$ cat src/rtl/orsram_bank_ctrl.sv
// Bank of single-port SRAMs with a zero-fill clear engine and per-bank read pipelines.
// Bank traffic is accepted only in READY; requests during a clear are reported on req_drop.
module orsram_bank_ctrl #(
    parameter int unsigned NUM_BANK = 4,
    parameter int unsigned DATA_W   = 8,
    parameter int unsigned ADDR_W   = 7,
    parameter bit          OUT_REG  = 1'b1
) (
    input  logic                         clk,
    input  logic                         rst,
    input  logic                         clr_start,
    output logic                         busy,
    input  logic [NUM_BANK-1:0]          req,
    input  logic [NUM_BANK-1:0]          we,
    input  logic [NUM_BANK*ADDR_W-1:0]   addr,
    input  logic [NUM_BANK*DATA_W-1:0]   wdata,
    output logic [NUM_BANK-1:0]          rvalid,
    output logic [NUM_BANK*DATA_W-1:0]   rdata,
    output logic [NUM_BANK-1:0]          req_drop
);

    localparam int unsigned DEPTH = 2 ** ADDR_W;

    typedef enum logic {
        CLEAR,
        READY
    } state_t;

    state_t            state, state_n;
    logic [ADDR_W-1:0] clr_cnt, clr_cnt_n;

    always_ff @(posedge clk or posedge rst) begin
        if (rst) begin
            state   <= CLEAR;
            clr_cnt <= '0;
        end else begin
            state   <= state_n;
            clr_cnt <= clr_cnt_n;
        end
    end

    always_comb begin
        state_n   = state;
        clr_cnt_n = clr_cnt;
        busy      = (state == CLEAR);
        case (state)
            CLEAR: begin
                if (clr_cnt == ADDR_W'(DEPTH - 1)) begin
                    state_n   = READY;
                    clr_cnt_n = '0;
                end else begin
                    clr_cnt_n = clr_cnt + ADDR_W'(1);
                end
            end
            READY: begin
                if (clr_start) state_n = CLEAR;
            end
            default: state_n = CLEAR;
        endcase
    end

    for (genvar i = 0; i < int'(NUM_BANK); i++) begin : g_bank
        logic [DATA_W-1:0] mem [DEPTH];
        logic [ADDR_W-1:0] bank_addr;
        logic [DATA_W-1:0] bank_wdata;
        logic              rd_en, wr_en;
        logic              valid_q;
        logic [DATA_W-1:0] data_q;
        logic              drop_q;

        assign bank_addr  = addr[(i+1)*ADDR_W-1 -: ADDR_W];
        assign bank_wdata = wdata[(i+1)*DATA_W-1 -: DATA_W];
        assign rd_en      = (state == READY) && req[i] && !we[i];
        assign wr_en      = (state == READY) && req[i] && we[i];

        always_ff @(posedge clk) begin
            if (state == CLEAR) begin
                mem[clr_cnt] <= '0;
            end else if (wr_en) begin
                mem[bank_addr] <= bank_wdata;
            end
        end

        // Read data is captured at the issue edge, so a clear starting later cannot corrupt it.
        if (OUT_REG) begin : g_oreg
            logic              v1;
            logic [DATA_W-1:0] d1;

            always_ff @(posedge clk or posedge rst) begin
                if (rst) begin
                    v1      <= 1'b0;
                    d1      <= '0;
                    valid_q <= 1'b0;
                    data_q  <= '0;
                end else begin
                    v1      <= rd_en;
                    valid_q <= v1;
                    if (rd_en) d1     <= mem[bank_addr];
                    if (v1)    data_q <= d1;
                end
            end
        end else begin : g_noreg
            always_ff @(posedge clk or posedge rst) begin
                if (rst) begin
                    valid_q <= 1'b0;
                    data_q  <= '0;
                end else begin
                    valid_q <= rd_en;
                    if (rd_en) data_q <= mem[bank_addr];
                end
            end
        end

        always_ff @(posedge clk or posedge rst) begin
            if (rst) drop_q <= 1'b0;
            else     drop_q <= (state == CLEAR) && req[i];
        end

        assign rvalid[i]                      = valid_q;
        assign rdata[(i+1)*DATA_W-1 -: DATA_W] = data_q;
        assign req_drop[i]                    = drop_q;
    end

endmodule
$ cat config.mk
export PLATFORM = sky130hd
export DESIGN_NAME = orsram_bank_ctrl
export DESIGN_NICKNAME = d
export VERILOG_FILES = /design/src/rtl/orsram_bank_ctrl.sv
export SDC_FILE = /design/constraint.sdc
export NUM_CORES = 2
export LEC_CHECK = 0
export CORE_MARGIN = 2
export CORE_UTILIZATION = 30
export CTS_CLUSTER_DIAMETER = 40
export DETAILED_ROUTE_END_ITERATION = 12
export MAX_ROUTING_LAYER = met4
export PLACE_DENSITY = 0.47
export SLEW_MARGIN = 20
export SYNTH_ARGS = -nofsm -noshare
export SYNTH_HDL_FRONTEND = slang
export SYNTH_SLANG_ARGS = --single-unit
$ cat constraint.sdc
create_clock -name clk -period 3.25 [get_ports clk]
set_input_delay 0.8125 -clock clk [delete_from_list [all_inputs] [get_ports clk]]
set_output_delay 0.8125 -clock clk [all_outputs]
set_load 0.01 [all_outputs]
==> metrics.csv <==
stage;metric;value;unit
run_status;outcome;completed;
critical_path;critical path, cell by cell;nand2b_1, buf_4, o21ai_0, buf_12, nand2_1, nor2_1, buf_4;
global_route;largest net degree at the start of global routing;90;
detailed_routing;vias;87123;
power;Static Leak;74.9;nW
critical_path;Critical R2R Launch;clr_cnt[4];
clocking;CTS buffer count;606;
clocking;CTS max path bufs;4;
place;PortBufs;111;
synthesis;post-synthesis cell count;8307;
final_layout;proportion of layout cells with a drive suffix above 1;30.8;%
detailed_routing;antenna viol nets, final;0;
critical_path;Crit path arrival time;3.88;ns
synthesis;post-synthesis register bit count;4180;
die;Rows;271;
min_path;worst min-delay path class;in2async;
sta;Final Hold Slack;0.166;ns
die;Die Width;744;um
final_layout;most common cell after layout, fill and taps aside;edfxtp_1;
critical_path;most frequent CP cell;buf_4;
sta;Slew Limit Fails;0;
synthesis;Mapped Area;164000;um2
final_layout;Non-Filler Instances;17599;
global_route;first-pass GRT wire length;658;mm
critical_path;Setup crit start kind;flop;
critical_path;crit path capture type;flop;
critical_path;slowest stage cell on the critical path;nand2b_1;
final_layout;most frequent cells in the layout;4096 x edfxtp_1, 1088 x buf_4, 704 x mux2i_1;
die;initial cell density of the core;30.1;%
detailed_routing;wire per inst;26.1;um
clocking;CTS tree;yes;
die;core area;545000;um2
power;pwr dens;682;nW/um2
clocking;htree depth;6;
final_layout;Layout area overhead;25.0;%
synthesis;Async S/R FF share, synth;2.01;%
critical_path;WP buf/inv;3;
sta;Slew headroom;19.7;%
clocking;clk slew on worst S/H paths;0.06;ns
synthesis;top cell type's share of synthesized area;74.9;%
synthesis;top cells by area, synth;edfxtp_1 75%, mux4_2 9.6%, mux2i_1 4.3%;
sta;Fin. Hold Viols;0;
place;Routability Congestion;0.871;
final_layout;Final Instance Area;205000;um2
critical_path;Slowest Stage Delay on Critical Path;0.54;ns
detailed_routing;Routed WL;459;mm
sta;Tmin final;3.15;ns
global_route;GRT overflow;0;
flow_run;MaxCap Viol Count;0;
power;internal power;105;mW
clocking;clk root buf;clkbuf_16;
detailed_routing;initial drt markers;8221;
place;placed cell areas;184000;um2
clocking;post-CTS setup buffer count;0;
sta;Achievable Freq;317;MHz
final_layout;Util after Layout;37.6;%
final_layout;fill count;49494;
critical_path;Worst path top cell family by delay;simple AND/OR/NAND/NOR gates;
die;Die Span Y;744;um
global_route;initial antenna violation count;30;
critical_path;crit path kind;reg2reg;
sta;period utilization;96.9;%
global_route;GRT Total Usage;16.7;%
detailed_routing;drt first pass iters;5;
critical_path;CP required;3.98;ns
power;Comb pwr share;9.8;%
synthesis;Top FF cell, synth;edfxtp_1;
sta;Worst-Margin Slew;1.19;ns
die;io pins;112;
synthesis;Post-synth EDFFs;4096;
synthesis;register area share after synthesis;76.2;%
clocking;clk_lat worst skew;1.06;ns
detailed_routing;post-route DRC violation count;0;
clocking;clock sink count;4180;
synthesis;Synth Net Count;8379;
final_layout;Nets;9920;
power;power share of the clock group;47.0;%
sta;Layout Skew;0.0672;ns
place;HPWL Detailed;307;mm
critical_path;CP Max Fanout;8;
sta;RSZ-0062 raised after global routing;no;
critical_path;CP Launch Point;clr_cnt[4];
synthesis;Ys Warns;0;
synthesis;unique cell type count in the Yosys netlist;68;
power;maximum VDD drop;0.000612;V
detailed_routing;vias per inst;4.95;
power;NetSw;34.8;mW
global_route;vias in the first global route;90454;
power;Net Sw Frac;24.8;%
die;Die ar.;553000;um2
power;sequential share of power;43.1;%
place;DP Cell Count;16474;
sta;Final setup viols;0;
synthesis;cell taking the most area after synthesis;edfxtp_1;
synthesis;Mean Syn Cell Area;19.8;um2
## worst reg2reg max path, cell delays in order, from the launching register on
cell      delay [ns]
dfrtp_1         0.45
nand2b_1        0.54
buf_4           0.40
o21ai_0         0.34
buf_12          0.17
nand2_1         0.30
nor2_1          0.37
buf_4           0.24
## power by group through the flow
stage	registers, mW	clock network, mW	logic [mW]
detailed placement	61.5	0	13.8
global placement	61.4	0	13.7
global route	60.4	69.6	14.4
CTS	60.4	67.2	13.8
finish	60.4	65.8	13.8
floorplan	61.3	0	5.34
## metal layers
layer | track usage, % | share of wire (%)
met5 | - | 0
met4 | 4.78 | 2.8
met3 | 2.76 | 5.9
met2 | 26.6 | 48
met1 | 22.2 | 43
## registers in the layout, indices dropped and copies added (netlist names)
name              cells
g_bank.drop_q         4
g_bank.valid_q        4
g_bank.data_q        32
state                 1
clr_cnt               7
g_bank.g_oreg.v1      4
g_bank.g_oreg.d1     32
g_bank.mem         4096
## Yosys cell counts, types with 70 or more instances
library cell,count
mux2_2,75
o221ai_1,224
clkbuf_1,250
mux4_2,699
mux2i_1,704
buf_6,70
o22ai_1,277
buf_4,71
dfrtp_1,84
and2_1,110
nand3_1,95
edfxtp_1,4096
o21ai_0,71
nor2_1,607
nand2_1,200
a21oi_1,106
## stage by stage
stage	power, mW	setup TNS (ns)	worst slack, ns
after CTS	141	0	0.0338
after floorplan	66.6	-362.49	-0.177
after detailed placement	75.2	-496.72	-0.511
after global placement	75.2	-788.22	-0.814
after global routing	144	0	0.00584
final	140	0	0.100
## cells by family (layout without fill, tap and decap cells)
kind of cell / after synthesis / after routing / share of synthesized area, %
buffers and inverters: 513 / 2565 / 1.82
adders and majority gates: 1 / 1 / 0.00762
AOI/OAI and AO/OA: 947 / 947 / 4.12
muxes: 1493 / 1493 / 14.6
xor gates and xnor gates: 5 / 5 / 0.0267
and+or+nand+nor: 1168 / 1168 / 3.15
other: 0 / 6 / 0
DFF: 4180 / 4180 / 76.2
## path summary, 6_finish.rpt
path | to | depth (start not counted) | slack [ns]
setup / recovery | g_bank[1].mem[15][2] | 7 | 0.10
hold / removal | g_bank[2].drop_q | 2 | 0.17
max in group asynchronous | g_bank[0].g_oreg.d1[3] | 3 | 2.36
setup reg to reg | g_bank[1].mem[15][2] | 7 | 0.10
min in group clk | state | 2 | 0.30
hold reg to reg | g_bank[1].data_q[3] | 1 | 0.50
## final cells by class
class                           count  area (um2)  area share (%)
Timing Repair Buffer             1431       13900            6.78
Clock inverter                    437        5210            2.54
Multi-Input combinational cell   3614       36200            17.6
Inverter                           15        61.3          0.0299
Sequential cell                  4180      125000            61.0
Clock buffer                      682       15600            7.60
Tap cell                         7234        9050            4.41
Antenna cell                        6        15.0         0.00732
## timing repair
item | in CTS | in global routing
resized for setup | 1 | 14
endpoints found under the hold margin | 0 | 0
setup endpoints to repair | 8 | 105
gates cloned | 0 | 0
hold buffers | 0 | 0
Note: power is estimated with default switching activity, not from simulation.
